### src/rtl/id_ex_stage.sv
// ID/EX pipeline register: operand select, ALU/MEM/WB control decode, load-use bubbles.
// Optional feature: define WB_BYPASS_EN to forward same-cycle writeback data into rs/rt.
module id_ex_stage #(
  parameter int SIZE     = 32,
  parameter int REG_BITS = 5
) (
  input  logic                clk,
  input  logic                rst,
  input  logic                stall,
  input  logic                flush,
  input  logic                in_valid,
  input  logic [5:0]          in_opcode,
  input  logic [REG_BITS-1:0] in_rs_addr,
  input  logic [REG_BITS-1:0] in_rt_addr,
  input  logic [REG_BITS-1:0] in_rd_addr,
  input  logic [SIZE-1:0]     in_rs_data,
  input  logic [SIZE-1:0]     in_rt_data,
  input  logic [15:0]         in_imm,
  input  logic                wb_we,
  input  logic [REG_BITS-1:0] wb_addr,
  input  logic [SIZE-1:0]     wb_data,
  output logic                hazard_stall,
  output logic                ex_valid,
  output logic [5:0]          ex_control,
  output logic [SIZE-1:0]     ex_a,
  output logic [SIZE-1:0]     ex_b,
  output logic [SIZE-1:0]     ex_store_data,
  output logic [REG_BITS-1:0] ex_rd_addr,
  output logic                ex_reg_write,
  output logic                ex_mem_read,
  output logic                ex_mem_write,
  output logic                ex_branch
);

  logic            w_legal, w_rw, w_mr, w_mw, w_br, w_use_imm, w_rs_use, w_rt_use;
  logic            w_take;
  logic [SIZE-1:0] w_rs_val, w_rt_val, w_imm_ext;

  always_comb begin
    w_legal   = 1'b0;
    w_rw      = 1'b0;
    w_mr      = 1'b0;
    w_mw      = 1'b0;
    w_br      = 1'b0;
    w_use_imm = 1'b0;
    w_rs_use  = 1'b0;
    w_rt_use  = 1'b0;
    unique case (in_opcode)
      6'h00: w_legal = 1'b1;
      6'h10: begin w_legal = 1'b1; w_rw = 1'b1; w_rs_use = 1'b1; end
      6'h12, 6'h13, 6'h14, 6'h15: begin
        w_legal = 1'b1; w_rw = 1'b1; w_rs_use = 1'b1; w_rt_use = 1'b1;
      end
      6'h20: begin w_legal = 1'b1; w_br = 1'b1; w_rs_use = 1'b1; w_rt_use = 1'b1; end
      6'h32, 6'h33, 6'h34, 6'h35: begin
        w_legal = 1'b1; w_rw = 1'b1; w_use_imm = 1'b1; w_rs_use = 1'b1;
      end
      6'h39: begin w_legal = 1'b1; w_rw = 1'b1; w_use_imm = 1'b1; end
      6'h3B: begin
        w_legal = 1'b1; w_rw = 1'b1; w_mr = 1'b1; w_use_imm = 1'b1; w_rs_use = 1'b1;
      end
      6'h3C: begin
        w_legal = 1'b1; w_mw = 1'b1; w_use_imm = 1'b1; w_rs_use = 1'b1; w_rt_use = 1'b1;
      end
      default: ;
    endcase
  end

`ifdef WB_BYPASS_EN
  assign w_rs_val = (wb_we && wb_addr != '0 && wb_addr == in_rs_addr) ? wb_data : in_rs_data;
  assign w_rt_val = (wb_we && wb_addr != '0 && wb_addr == in_rt_addr) ? wb_data : in_rt_data;
`else
  assign w_rs_val = in_rs_data;
  assign w_rt_val = in_rt_data;
`endif

  assign w_imm_ext = {{(SIZE-16){in_imm[15]}}, in_imm};

  assign hazard_stall = ex_valid && ex_mem_read && (ex_rd_addr != '0) && in_valid &&
                        ((w_rs_use && in_rs_addr == ex_rd_addr) ||
                         (w_rt_use && in_rt_addr == ex_rd_addr));

  assign w_take = in_valid && w_legal && !hazard_stall;

  // Flush shares the reset path: both force a bubble regardless of stall.
  always_ff @(posedge clk) begin
    if (rst || flush) begin
      ex_valid      <= 1'b0;
      ex_control    <= '0;
      ex_a          <= '0;
      ex_b          <= '0;
      ex_store_data <= '0;
      ex_rd_addr    <= '0;
      ex_reg_write  <= 1'b0;
      ex_mem_read   <= 1'b0;
      ex_mem_write  <= 1'b0;
      ex_branch     <= 1'b0;
    end else if (!stall) begin
      ex_valid      <= w_take;
      ex_control    <= w_take ? in_opcode : '0;
      ex_a          <= w_take ? w_rs_val : '0;
      ex_b          <= w_take ? (w_use_imm ? w_imm_ext : w_rt_val) : '0;
      ex_store_data <= (w_take && w_mw) ? w_rt_val : '0;
      ex_rd_addr    <= w_take ? in_rd_addr : '0;
      ex_reg_write  <= w_take && w_rw;
      ex_mem_read   <= w_take && w_mr;
      ex_mem_write  <= w_take && w_mw;
      ex_branch     <= w_take && w_br;
    end
  end

endmodule

### config.mk
export PLATFORM = sky130hd
export DESIGN_NAME = id_ex_stage
export DESIGN_NICKNAME = d
export VERILOG_FILES = /design/src/rtl/id_ex_stage.sv
export SDC_FILE = /design/constraint.sdc
export NUM_CORES = 1
export LEC_CHECK = 0
export BUFFER_PORTS_ARGS = -buffer_cell sky130_fd_sc_hd__buf_4
export CAP_MARGIN = 15
export CORE_AREA = 2 2 99 101
export CTS_BUF_LIST = sky130_fd_sc_hd__clkbuf_8
export CTS_CLUSTER_SIZE = 8
export DETAILED_ROUTE_END_ITERATION = 8
export DIE_AREA = 0 0 101 103
export GPL_TIMING_DRIVEN = 1
export PLACE_DENSITY = 0.83
export SETUP_SLACK_MARGIN = 0.15
export SLEW_MARGIN = 20
export SYNTH_ARGS = -nofsm -noshare
export SYNTH_HDL_FRONTEND = slang
export SYNTH_SLANG_ARGS = --single-unit
### constraint.sdc
create_clock -name clk -period 3.05 [get_ports clk]
set_input_delay 0.4575 -clock clk [delete_from_list [all_inputs] [get_ports clk]]
set_output_delay 0.4575 -clock clk [all_outputs]
set_load 0.01 [all_outputs]
== After elaboration in Yosys (flattened, before gate mapping) ==
Index checks and enable logic that the tools add are counted.
Word-level totals
  flip-flop bits (word level): 112
  input bits: 144
  output and inout port bits: 113
  logic and storage cells: 61
Operators by class
  equality and inequality tests: 15
  muxes and demuxes: 14
  reductions and logical operators: 22
Operators with widths (number)
  2-to-1 mux 32 bit: 4
  == test 6 bit, second input constant: 8
  == test 6 x 5 -> 1 bit, second input constant: 5
  OR reduction 14 bit: 1
  logical AND 1 bit: 12
  OR reduction 12 bit: 1
  OR reduction 11 bit: 1
  == test 5 bit: 2
  2-to-1 mux 1 bit: 8
  OR reduction 7 bit: 1
  zero test 6 bit: 1
  2-to-1 mux 6 bit: 1
  OR reduction 6 bit: 1
  2-to-1 mux 5 bit: 1
  nonzero test 5 bit: 1
  logical OR 1 bit: 2
  zero test 1 bit: 1

== Longest topological paths before layout ==
  depth in word-level cells: 10
  gate-level depth with buffers: 8
  depth with buffers taken out: 5

== Worst setup path before layout ==
OpenSTA, ideal clock, no wires.
  kind: register -> output
  from: register ex_rd_addr[4]
  to: output hazard_stall
  data arrival time: 1.855 ns
  setup slack: 0.737 ns
  cell stages (with the launch flop): 8
  path through: dfxtp_1 > clkbuf_1 > xnor2_1 > nand2_1 > or4b_2 > a2bb2oi_1 > buf_2 > inv_1
On the way
  word-level cells in the longest chain between the ends: 4
RTL lines
  from (decl): RTL line 28  | output logic [REG_BITS-1:0] ex_rd_addr,
  from (signal assigned): RTL line 104  | ex_rd_addr <= w_take ? in_rd_addr : '0;
  == test 5 bit, or another cell as far along: RTL line 80  | ((w_rs_use && in_rs_addr == ex_rd_addr) ||
  logical AND 1 bit (on tied branches): RTL line 80, 79, 81
  logical OR 1 bit or logical AND 1 bit (tied branches): RTL line 80, 79
  logical AND 1 bit *: RTL line 79  | assign hazard_stall = ex_valid && ex_mem_read && (ex_rd_addr != '0) && in_valid &&
  to (decl): RTL line 22  | output logic hazard_stall,
Every way passes the cells marked *; elsewhere a longest branch is shown, timed or not.

== Worst setup path after layout ==
  from: register ex_rd_addr[0]
  to: output hazard_stall
The elaborated chain is that of the path after synthesis.

==> flow_summary.toml <==
[synthesis]
ys_seq_area_share_pct = 51.57
synthCells = 411
syn_area_um2 = 4348
synthTopCellsByArea = "dfxtp_1 52%, a32o_1 17%, o31ai_1 5.9%"
async_flop_share_pct = 0
avgSynthCellArea_um2 = 10.58
ys_ff_latch = 112
yosys.area.top_type = "dfxtp_1"
synth_top_flop_cell = "dfxtp_1"
ys_types = 44
synth_top_area_share_pct = 51.57
synth_edf_count = 0
syn_nets = 555
yosysWarningCount = 0
synth_most_common_cell = "dfxtp_1"
synth.cells.most_frequent = "112 x dfxtp_1, 73 x a32o_1, 46 x nand2_1, 34 x o31ai_1, 23 x clkbuf_1"

[worst_setup_path]
worst_path_max_delay_cell = "or4_1"
arrival_ns = 2.19
critical_path.max_fanout = 8
critPathLaunchType = "flop"
slowest_delay_ns = 0.56
crit_path_end_kind = "output pin"
critical_path.top_delay_family = "simple AND/OR/NAND/NOR gates"
crit_chain = "or4_1 -> o21ai_1 -> or4b_2 -> a2bb2oi_2 -> inv_1 -> buf_4"
required_ns = 2.59
crit_start = "ex_rd_addr[0]"
crit_buf_inv = 2
rrSetupSlack_ns = 0.75
reg2reg_from = "ex_rd_addr[1]"
r2r_cells = 6
worstSetupPathType = "reg2out"
reg2reg_to = "ex_a[7]"

[detailed_routing]
wire_per_inst_um = 17.43
via_count = 4160
drtPass1Iterations = 4
drc_errors = 0
dr_wl_met2_mm = 6.353
first_iter_violations = 155
viasPerCell = 5.754
wl_met1_mm = 4.930
wl_met3_mm = 1.042
top_layer = "met4"
wl_mm = 12.60
antenna_left = 0

[sta]
max_freq_ghz = 0.3780
tightest_slew_ns = 0.8350
grt_setup_unrepaired = "no"
drv_slew = 0
fin_crit_sh_pct = 86.73
finalHoldViolations = 0
final-setup-viol-count = 0
worst_slack_ns = 0.4048
max_slew_margin_pct = 43.55
fin_skew_ns = 0.01266
finalSetupTns_ns = 0
layout_min_cycle_time_ns = 2.645

[power_and_ir_drop]
powerDensity_nw_per_um2 = 423.6
power_leakage_nw = 2.732
pwr-share-clk_pct = 33.6
combinationalPowerShare_pct = 10.2
switchingPower_mw = 0.6165
p_seq_share_pct = 56.2
ir_drop_v = 0.0002670
totalPowerFinal_mw = 2.624
netSwitchingFraction_pct = 23.50
intPower_mw = 2.007

[min_path]
min_from = "in_rs_data[2]"
worst_hold_path.endpoint = "ex_a[2]"
min_path_type = "in2reg"
whs_path_depth = 2

[place]
dp_slack_ns = 0.5448
port-buffer-count = 218
place.detailed.hpwl_mm = 8.887
place_congestion = 0.7621

[clocking]
clockRootBuffer = "clkbuf_8"
cts_hold_buf = 0
cts_setup_buffers = 0
clkSlewWorstSetupHoldPaths_ns = 0.10
cts_resized = 0
cts-htree-levels = 3
cts_max_path_buffers = 2
clock_latency_ns = 0.36
cts_buffers = 9
clock_sinks = 112
cts_tree = "done"

[floorplan]
dieWidth_um = 101
num_rows = 36
core_area_um2 = 9459
dieArea_um2 = 10400
die_h_um = 103
initial_utilization_pct = 45.97
ios = 257

[global_route]
antenna_found_initial = 0
grtUsageTotal_pct = 23.51
overflow = 0
first_global_vias = 4055
grt_first_pass_wirelength_mm = 19.33
grt_max_degree = 74

[cells_and_area]
multiInputGateArea_um2 = 1899
n_antenna_cell = 0
fill_cells = 743
seq_area_um2 = 2242
layout-drive-gt1-share_pct = 40.72
area_delta_synth_final_pct = 42.45
final_nets = 748

[flow_run]
drv_cap = 0

[run_status]
status = "completed"
[final cells by class]
cell class	count	share of cell area (%)
clock buffers	10	2.222
clock inverters	6	0.9697
inverters	2	0.1212
multi-input cells	252	30.67
flip-flops and latches	112	36.20
well taps	114	2.303
repair buffers	227	27.52
[power by group through the flow]
stage / clock [mW] / combinational [mW] / sequential (mW)
2_1_floorplan: 0 / 0.112 / 1.51
3_3_place_gp: 0 / 0.260 / 1.51
3_5_place_dp: 0 / 0.266 / 1.51
4_1_cts: 0.902 / 0.267 / 1.47
5_1_grt: 0.961 / 0.288 / 1.48
6_report: 0.882 / 0.268 / 1.47
[through the flow]
stage               area [um2]  hold slack, ns  util [%]  std cells
floorplan                 4348          0.4695         -        411
global placement          5996          0.4356     63.39        707
detailed placement        5996          0.4404     63.39        707
CTS                       6193          0.3013     65.48        723
global route              6193          0.3075     65.48        723
finish                    6193          0.3201     65.48        723
[metal layers]
metal	global-route usage [%]	vias up
li1	-	1971
met1	26.72	1970
met2	41.59	199
met3	5.763	20
met4	11.23	0
met5	0	-
[placed cells by master, fill, tap and decap left out, types with 2 or more instances in the layout]
master and instances:
buf_4 227, dfxtp_1 112, a32o_1 73, nand2_1 46, o31ai_1 34, a21oi_1 20, mux2i_1 16, clkbuf_8 10
xnor2_1 7, nor2b_1 5, nor2_1 3, o21ai_1 3, xor2_1 3, nand2b_1 3, nand3_1 3, inv_1 3
o21ai_0 3, o211ai_1 2, nor3_1 2, and3_1 2, a21o_1 2, a22o_1 2, clkinv_2 2
[worst max path at each step]
stage,endpoint,slack [ns],cells after the start
after floorplan,hazard_stall,0.74,7
after CTS,hazard_stall,0.37,6
after global placement,ex_rd_addr[4],0.60,7
after detailed placement,ex_a[7],0.54,7
after global routing,hazard_stall,0.22,6
final,hazard_stall,0.40,6
[worst reg2reg max path, stage by stage, from the launching register on]
cell	delay [ns]
dfxtp_1	0.47
or4_1	0.18
o21ai_1	0.07
or4b_2	0.69
a2bb2oi_2	0.21
buf_4	0.28
a32o_1	0.30
[sequential cells by signal, summed over array words and instances (netlist names), 5 cells and up]
| register | cells |
|---|---|
| ex_a | 32 |
| ex_b | 32 |
| ex_control | 6 |
| ex_rd_addr | 5 |
| ex_store_data | 32 |
[kinds of logic (layout without fill, tap and decap cells)]
logic type      count (synthesis)  in the layout  share of synthesized area [%]
xor+xnor                       10             10                          2.015
buf+inv                        47            245                          5.381
flops                         112            112                          51.57
compound gates                149            149                          28.92
mux                            16             16                          3.683
simple gates                   77             77                          8.432
Power figures use the tool's default switching activity.
